## src/rtl/trigger_network_controller_pkg.sv

```systemverilog
// rtl/trigger_network_controller_pkg.sv - shared actor-trigger protocol types
package TriggerCommon;

  typedef enum logic [2:0] {
    TRIG_IDLE       = 3'd0,
    TRIG_RUN        = 3'd1,
    TRIG_SLEEP      = 3'd2,
    TRIG_SYNC_SLEEP = 3'd3,
    TRIG_WAIT       = 3'd4,
    TRIG_DONE       = 3'd5
  } State;

  typedef enum logic [1:0] {
    RET_OK    = 2'd0,
    RET_SLEEP = 2'd1,
    RET_SYNC  = 2'd2,
    RET_ERROR = 2'd3
  } ReturnCode;

  typedef enum logic [1:0] {
    CTRL_IDLE  = 2'd0,
    CTRL_START = 2'd1,
    CTRL_RUN   = 2'd2,
    CTRL_DONE  = 2'd3
  } CtrlState;

  localparam int unsigned STAT_WIDTH = 32;

endpackage

```

## src/rtl/trigger_network_controller_saturating_counter.sv

```systemverilog
// rtl/trigger_network_controller_saturating_counter.sv - clearable up-counter that sticks at all ones
module saturating_counter
  import TriggerCommon::*;
#(
  parameter int unsigned WIDTH = STAT_WIDTH
) (
  input  logic             clk_i,
  input  logic             rst_n_i,
  input  logic             clr_i,
  input  logic             en_i,
  output logic [WIDTH-1:0] count_o
);

  localparam logic [WIDTH-1:0] CNT_ONE = WIDTH'(1);
  localparam logic [WIDTH-1:0] CNT_MAX = '1;

  logic [WIDTH-1:0] count_q, count_d;

  always_comb begin
    count_d = count_q;
    if (clr_i) begin
      count_d = '0;
    end else if (en_i && (count_q != CNT_MAX)) begin
      count_d = count_q + CNT_ONE;
    end
  end

  always_ff @(posedge clk_i or negedge rst_n_i) begin
    if (!rst_n_i) begin
      count_q <= '0;
    end else begin
      count_q <= count_d;
    end
  end

  assign count_o = count_q;

endmodule

```

## src/rtl/trigger_network_controller.sv

```systemverilog
// rtl/trigger_network_controller.sv - kernel start/done handshake and consensus broadcast for N triggers
module trigger_network_controller
  import TriggerCommon::*;
#(
  parameter int NUM_TRIGGERS = 2
) (
  input  logic                    ap_clk,
  input  logic                    ap_rst_n,
  input  logic                    ap_start,
  output logic                    ap_done,
  output logic                    ap_idle,
  output logic                    ap_ready,
  output logic [NUM_TRIGGERS-1:0] trigger_start,
  input  logic [NUM_TRIGGERS-1:0] trigger_done,
  input  logic [NUM_TRIGGERS-1:0] trigger_idle,
  input  logic [NUM_TRIGGERS-1:0] trigger_sleep,
  input  logic [NUM_TRIGGERS-1:0] trigger_sync_sleep,
  input  logic [NUM_TRIGGERS-1:0] trigger_waited,
  output logic                    all_sleep,
  output logic                    all_sync_sleep,
  output logic                    all_waited,
  output logic [STAT_WIDTH-1:0]   run_cycles,
  output logic [STAT_WIDTH-1:0]   sync_rounds
);

  localparam logic [NUM_TRIGGERS-1:0] ALL_ONES = '1;

  CtrlState                state_q, state_d;
  logic [NUM_TRIGGERS-1:0] pending_q, pending_d;
  logic [NUM_TRIGGERS-1:0] done_mask_q, done_mask_d;
  logic                    sync_prev_q, sync_prev_d;
  logic [STAT_WIDTH-1:0]   run_cycles_q, sync_rounds_q;
  logic [STAT_WIDTH-1:0]   live_cycles, live_rounds;
  logic                    active, launch, round_edge;

  // Triggers act on consensus in the same cycle, so these stay pure AND trees.
  assign all_sleep      = &trigger_sleep;
  assign all_sync_sleep = &trigger_sync_sleep;
  assign all_waited     = &trigger_waited;

  assign active     = (state_q == CTRL_START) || (state_q == CTRL_RUN);
  assign launch     = (state_q == CTRL_IDLE) && ap_start;
  assign round_edge = active && all_sync_sleep && !sync_prev_q;

  always_comb begin
    state_d     = state_q;
    pending_d   = pending_q;
    done_mask_d = done_mask_q;
    sync_prev_d = sync_prev_q;
    case (state_q)
      CTRL_IDLE: begin
        if (ap_start) begin
          pending_d   = ALL_ONES;
          done_mask_d = '0;
          sync_prev_d = 1'b0;
          state_d     = CTRL_START;
        end
      end
      CTRL_START: begin
        pending_d   = pending_q & trigger_idle;
        done_mask_d = done_mask_q | trigger_done;
        sync_prev_d = all_sync_sleep;
        if (pending_d == '0) begin
          state_d = CTRL_RUN;
        end
      end
      CTRL_RUN: begin
        done_mask_d = done_mask_q | trigger_done;
        sync_prev_d = all_sync_sleep;
        if (done_mask_d == ALL_ONES) begin
          state_d = CTRL_DONE;
        end
      end
      CTRL_DONE: begin
        state_d = CTRL_IDLE;
      end
      default: begin
        state_d = CTRL_IDLE;
      end
    endcase
  end

  always_ff @(posedge ap_clk or negedge ap_rst_n) begin
    if (!ap_rst_n) begin
      state_q       <= CTRL_IDLE;
      pending_q     <= '0;
      done_mask_q   <= '0;
      sync_prev_q   <= 1'b0;
      run_cycles_q  <= '0;
      sync_rounds_q <= '0;
    end else begin
      state_q     <= state_d;
      pending_q   <= pending_d;
      done_mask_q <= done_mask_d;
      sync_prev_q <= sync_prev_d;
      if (state_q == CTRL_DONE) begin
        run_cycles_q  <= live_cycles;
        sync_rounds_q <= live_rounds;
      end
    end
  end

  saturating_counter #(.WIDTH(STAT_WIDTH)) u_cycle_cnt (
    .clk_i   (ap_clk),
    .rst_n_i (ap_rst_n),
    .clr_i   (launch),
    .en_i    (active),
    .count_o (live_cycles)
  );

  saturating_counter #(.WIDTH(STAT_WIDTH)) u_round_cnt (
    .clk_i   (ap_clk),
    .rst_n_i (ap_rst_n),
    .clr_i   (launch),
    .en_i    (round_edge),
    .count_o (live_rounds)
  );

  assign ap_idle       = (state_q == CTRL_IDLE);
  assign ap_done       = (state_q == CTRL_DONE);
  assign ap_ready      = ap_done;
  assign trigger_start = (state_q == CTRL_START) ? (pending_q & trigger_idle) : '0;
  // Live counters are final and frozen during DONE, so expose them a cycle early.
  assign run_cycles    = (state_q == CTRL_DONE) ? live_cycles : run_cycles_q;
  assign sync_rounds   = (state_q == CTRL_DONE) ? live_rounds : sync_rounds_q;

endmodule

```

## config.mk

```make
export PLATFORM = sky130hd
export DESIGN_NAME = trigger_network_controller
export DESIGN_NICKNAME = d
export VERILOG_FILES = /design/src/rtl/trigger_network_controller_pkg.sv /design/src/rtl/trigger_network_controller_saturating_counter.sv /design/src/rtl/trigger_network_controller.sv
export SDC_FILE = /design/constraint.sdc
export NUM_CORES = 1
export LEC_CHECK = 0
export CAP_MARGIN = 0
export CELL_PAD_IN_SITES_DETAIL_PLACEMENT = 1
export CELL_PAD_IN_SITES_GLOBAL_PLACEMENT = 2
export CORE_ASPECT_RATIO = 2
export CORE_MARGIN = 5
export CORE_UTILIZATION = 36
export DETAILED_ROUTE_END_ITERATION = 7
export GPL_TIMING_DRIVEN = 0
export HOLD_SLACK_MARGIN = 0.15
export PLACE_DENSITY = 0.88
export REMOVE_ABC_BUFFERS = 1
export SYNTH_ARGS = -nofsm -noshare
export SYNTH_HDL_FRONTEND = slang
export SYNTH_SLANG_ARGS = --single-unit
```

## constraint.sdc

```tcl
create_clock -name ap_clk -period 3.04 [get_ports ap_clk]
set_input_delay 0.456 -clock ap_clk [delete_from_list [all_inputs] [get_ports ap_clk]]
set_output_delay 0.456 -clock ap_clk [all_outputs]
set_load 0.1 [all_outputs]
```

## Yosys cells after proc, flatten, opt, wreduce, memory -nomap -nowiden

Cells that the tools add are included.

- Output and inout bits: 72
- Logic and storage cells: 58
- Register bits after elaboration: 135

- Reductions and logical operators: 20
- Add/subtract/negate cells: 2
- Bitwise logic cells: 2
- Equality and inequality tests: 9
- Multiplexer cells: 17

Operators with widths:

| kind | number |
|---|---|
| $mux 32 | 6 |
| $add 32x1->32 const B | 2 |
| $ne 32x32->1 const B | 2 |
| $mux 2 | 6 |
| $reduce_and 2->1 | 5 |
| $pmux 2 s2 | 2 |
| $pmux 2 s4 | 1 |
| $reduce_bool 2->1 | 4 |
| $eq 2x2->1 const B | 3 |
| $logic_and 1x1->1 | 5 |
| $logic_not 2->1 | 2 |
| $ne 2x2->1 const B | 2 |
| $reduce_and 3->1 | 1 |
| $and 2x2->2 | 1 |
| $eq 2x1->1 const B | 1 |
| $ne 2x1->1 const B | 1 |
| $or 2x2->2 | 1 |
| $pmux 1 s2 | 1 |
| $reduce_or 2->1 | 1 |
| $logic_not 1->1 | 1 |
| $logic_or 1x1->1 | 1 |
| $mux 1 | 1 |

## Depth between registers and ports, before layout

Gate-level depths: netlist of the first run.

- Depth in word-level cells: 7
- Gate-level depth with buffers: 9
- Mapped depth without buffers: 7

## Modules after synthesis

A second synthesis of the first run with hierarchy kept.

- Cell total of the unflattened synthesis: 574
- Area total of the unflattened synthesis: 6480.0 sq um

By module, submodules not included:

| module | cells an instance | area an instance (sq um) | times used |
|---|---|---|---|
| trigger_network_controller | 182 | 2815.2 | 1 |
| saturating_counter (u_round_cnt) | 198 | 1854.3 | 1 |
| saturating_counter (u_cycle_cnt) | 194 | 1810.5 | 1 |

## Worst setup path after synthesis of the first run

No wires, ideal clock.

- Path type: register to output
- Start: register state_q[1]
- End: output run_cycles[0]
- Cell stages (with the launch flop): 5
- Data required time: 2.584 ns
- Path slack: 0.075 ns
- Arrival: 2.509 ns
- Path buffers: 2
- Path through: dfrtp_1 > ha_1 > clkbuf_1 > clkbuf_1 > mux2_2

- Longest elaborated chain between the ends: 2

RTL lines:

| what | RTL line | RTL |
|---|---|---|
| from (decl) | trigger_network_controller.sv:28 | `CtrlState state_q, state_d;` |
| from (signal assigned) | trigger_network_controller.sv:92 | `state_q <= state_d;` |
| $eq 2x2->1 | n/a |  |
| via ap_done | trigger_network_controller.sv:10 | `output logic ap_done,` |
| $mux 32 | n/a |  |
| to (decl) | trigger_network_controller.sv:22 | `output logic [STAT_WIDTH-1:0] run_cycles,` |

The timed path passes the listed nets, and every way through them passes these cells.

## Worst setup path in the final report of the first run

- Start: register state_q[1]
- End: output ap_ready

- Longest elaborated chain between the ends: 1

RTL lines:

| what | RTL line | RTL |
|---|---|---|
| $eq 2x2->1 | trigger_network_controller.sv:120 | `assign ap_done = (state_q == CTRL_DONE);` |
| to (decl) | trigger_network_controller.sv:12 | `output logic ap_ready,` |

No other way between the ends.

==> results.md, run 1 <==
* Root Buffer: sky130_fd_sc_hd__clkbuf_16
* RSZ-0062 raised after global routing: no
* Synth Flop Type: sky130_fd_sc_hd__dfrtp_1
* Minimum setup slack in the final design at approximately 0.084 ns
* Clock Latency Late Sink at 0.42 ns
* Max-capacitance violation count at 0
* Clock Skews at between 0.008 and 0.009 ns
* Hold WS at about 0.5 ns
* Area growth, synth to finish at 27.6%
* Cell with the most instances after synthesis: sky130_fd_sc_hd__dfrtp_1
* Share of the yosys chip area belonging to registers at 0.523
* Initial antenna violation count at 0
* CTS buffer count at 17
* Pin count of the biggest net entering global routing at 70
* Iter 0 DRT Violations at between 100 and 150
* Clock tree from TritonCTS: built
* Maximum fanout along the worst path at 33
* Highest achievable clock rate at around 340 MHz
* Number of placed instances, taps included at around 860
* Number of buffers and inverters on the critical path at 2
* Headroom to the max-slew limit at 0.184
* Data required time at the worst endpoint at approximately 2.6 ns
* Endpoint type of the worst setup path: primary output
* Post-layout nets at a little under 700
* Synthesized area at around 6500 um2
* Arrival time reported for the critical path endpoint at roughly 2.5 ns
* Final max-slew violation count at 0
* Number of standard cells in the final layout excluding fillers at 900
* Total half-perimeter wirelength after legalization and detailed placement at between 10 and 15 mm
* Chip Height at roughly 200 um
* Number of rows created at floorplan at around 70
* Synthesized area per cell at between 10 and 15 um2
* Clock-pin slew reported for the worst setup and hold paths after clock tree synthesis at roughly 0.060 ns
* Largest cells by area after synthesis: sky130_fd_sc_hd__dfrtp_1, sky130_fd_sc_hd__mux2_2, sky130_fd_sc_hd__a21oi_1
* Cell-by-cell trace of the critical path: ha_4 -> buf_12 -> dlygate4sd2_1
* Largest area contributor in the synthesized netlist: sky130_fd_sc_hd__dfrtp_1
* Yosys warnings at 0
* Total number of H-tree levels at 4
* Die width at around 100 um
* Worst IR drop on VDD at 0.497 mV
* Final routed DRC violation total at 0
* Cell family with the largest share of critical-path delay: buffers and inverters
* Async set-reset flop share out of synthesis at 1.00
* Final critical delay including setup and external delays at about 3.0 ns
* GRT Resource Usage Total at 0.174
* Placeable core area at approximately 18000 um2
* Number of clock sinks at roughly 140
* Kind of start point of the critical path: flip-flop
* Total inserted antenna cells at 0
* Via count of the routed design at 5203
* Sum of routed wire length over all layers at about 18 mm
* Total negative slack at 0 ns
* Number of endpoints failing setup at the final stage at 0
* IO Count at 85
* Buffers on Ports at 84
* Period Utilization, post-route at 0.972
* Number of search-and-repair iterations in the first detailed-routing pass at 4
* Per-cell via count in the routed design at 5.78
* Area occupied by registers at roughly 3400 um2
* CP peak stage delay at 0.90 ns
* Cells after Synth at just under 600
* EDFF count, synth at 0
* Final Core Density at 0.466
* Number of nets still failing antenna checks after routing at 0
* Final Hold Viols at 0
* Setup Slack @ Placement at -0.274 ns
* Count of fill cells added during filler insertion at between 1500 and 2000
* Cell with the biggest individual delay on the critical path: sky130_fd_sc_hd__dlygate4sd2_1
* Kind of path behind the tightest hold check: reg2reg
* Synth top area share at 0.523
* Wire length of the first global-routing pass at 29.4 mm
* Transition time of the tightest slew-check pin at ~1.2 ns
* Initial Utilization at 0.365
* Largest buffer count on any clock path at 2
* Count of unique library cells instantiated by Yosys at 57
* Wire length per cell at 20.1 um
* Total power divided by cell area at 734 nW/um2
* Area of the multi-input gates at 2990 um2
* Die Area at roughly 21000 um2
* Final RePlAce weighted congestion at between 0.8 and 0.9
* Leakage power figure at ~3.5 nW
* Share of cells above drive strength 1 at 0.262
* Via count of the first global-routing pass at between 5000 and 6000
* Number of storage elements in the synthesis netlist at 135
* GRT Residual Overflow at 0
* Result of the run: finished clean
* Ranking of synthesized cells by instance count: sky130_fd_sc_hd__dfrtp_1, sky130_fd_sc_hd__mux2_2, sky130_fd_sc_hd__a21oi_1, sky130_fd_sc_hd__o21ai_0, sky130_fd_sc_hd__nand2_1
* Setup CP Type: reg2out
## final timing paths
path / endpoint / cells after the start / start / slack (ns)
setup / recovery: ap_ready / 3 / state_q[1] / 0.08
hold / removal: sync_rounds_q[5] / 1 / sync_rounds_q[5] / 0.49
setup reg to reg: u_round_cnt.count_o[21] / 6 / u_round_cnt.count_o[0] / 0.30
hold reg to reg: sync_rounds_q[5] / 1 / sync_rounds_q[5] / 0.49
max in group asynchronous: u_round_cnt.count_o[30] / 3 / ap_rst_n / 1.64
min in group asynchronous: run_cycles_q[16] / 2 / ap_rst_n / 0.60
## final cells by class
type | instances | share of cell area
multi-input combinational | 418 | 0.363
timing repair buffer | 93 | 0.122
inverter | 9 | 0.00410
clock inverter | 14 | 0.0155
tap | 213 | 0.0323
clock buffer | 18 | 0.0533
sequential | 135 | 0.410
## per-layer routing
| layer | part of all wire | GRT usage | vias up | routed length, um |
|---|---|---|---|---|
| li1 | - | - | 2383 | - |
| met1 | 0.35 | 0.175 | 2690 | 6390 |
| met2 | 0.60 | 0.345 | 95 | 10800 |
| met3 | 0.023 | 0.0220 | 35 | 409 |
| met4 | 0.028 | 0.0849 | 0 | 514 |
| met5 | 0 | 0 | - | 0 |
## flip-flops by register name (all words and copies together), names as in the netlist
name	count
sync_rounds_q	32
u_round_cnt.count_o	32
pending_q	2
sync_prev_q	1
state_q	2
done_mask_q	2
run_cycles_q	32
u_cycle_cnt.count_o	32
## report_power, final
group / switching (mW) / internal [mW] / leakage [nW]
Combinational: 1.42 / 0.590 / 1.39
Clock: 0.832 / 1.15 / 0.257
Sequential: 0.126 / 1.93 / 1.86
Total: 2.38 / 3.67 / 3.50
## placed cells by master, fill, tap and decap left out, drive strengths merged, types with 2 or more instances in the layout
| cell type | n |
|---|---|
| nand3 | 31 |
| nand2 | 35 |
| nand4 | 22 |
| nor2b | 3 |
| and4 | 7 |
| or3 | 28 |
| mux2 | 64 |
| nor2 | 16 |
| clkbuf | 19 |
| or4 | 27 |
| and3 | 7 |
| o21ai | 39 |
| inv | 11 |
| and2 | 5 |
| dfrtp | 135 |
| clkinv | 4 |
| xor2 | 5 |
| nor3 | 5 |
| clkdlybuf4s15 | 48 |
| dlygate4sd2 | 19 |
| nor4 | 9 |
| o31ai | 23 |
| a21oi | 52 |
| buf | 9 |
| clkinvlp | 7 |
| or2 | 3 |
| clkdlybuf4s50 | 15 |
| ha | 7 |
| o22ai | 2 |
| o211ai | 3 |
| nand2b | 7 |
| nand4b | 2 |
| o311ai | 2 |
| mux2i | 5 |
## kinds of logic (layout without fill, tap and decap cells)
kind of cell | Yosys count | count (layout) | share of synthesized area
AND/OR/NAND/NOR | 208 | 208 | 0.194
AO/OA/AOI/OAI | 128 | 128 | 0.118
buffers and inverters | 35 | 134 | 0.0234
XOR/XNOR | 6 | 6 | 0.00813
adder cells (fa/ha/maj) | 7 | 7 | 0.0136
flip-flops | 135 | 135 | 0.523
multiplexers | 69 | 69 | 0.119
## metrics by stage
step | power [mW] | cell area (um2)
after floorplan | 3.48 | 6340
after global placement | 3.91 | 7450
after detailed placement | 3.99 | 7510
after CTS | 6.08 | 8190
after global routing | 6.31 | 8240
final | 6.05 | 8240
## what timing repair did
| item | in CTS | in global routing |
|---|---|---|
| pin swaps | 1 | 1 |
| buffers inserted | 2 | 3 |
| hold buffers | 1 | 0 |
| endpoints found under the hold margin | 66 | 0 |
| setup endpoints to repair | 84 | 15 |
| gates resized for setup | 167 | 6 |
## worst reg2reg max path, delay by kind of cell (launching register included)
kind / cells / cell delay, ns
AO/OA/AOI/OAI: 3 / 0.89
adder cells (fa/ha/maj): 1 / 0.34
flip-flops: 1 / 0.50
AND/OR/NAND/NOR: 2 / 0.95
(Power assumes the default switching activity.)
==> run 2, diff against run 1 <==
TNS_END_PERCENT = 100   (was default)
==> results of run 2 <==
No change in the layout: final DEF, timing and power equal those of run 1.
==> run 3, diff against run 2 <==
CTS_BUF_LIST = sky130_fd_sc_hd__clkbuf_8 sky130_fd_sc_hd__clkbuf_16   (was default)
==> results of run 3 <==
No change in the layout: final DEF, timing and power equal those of run 1.
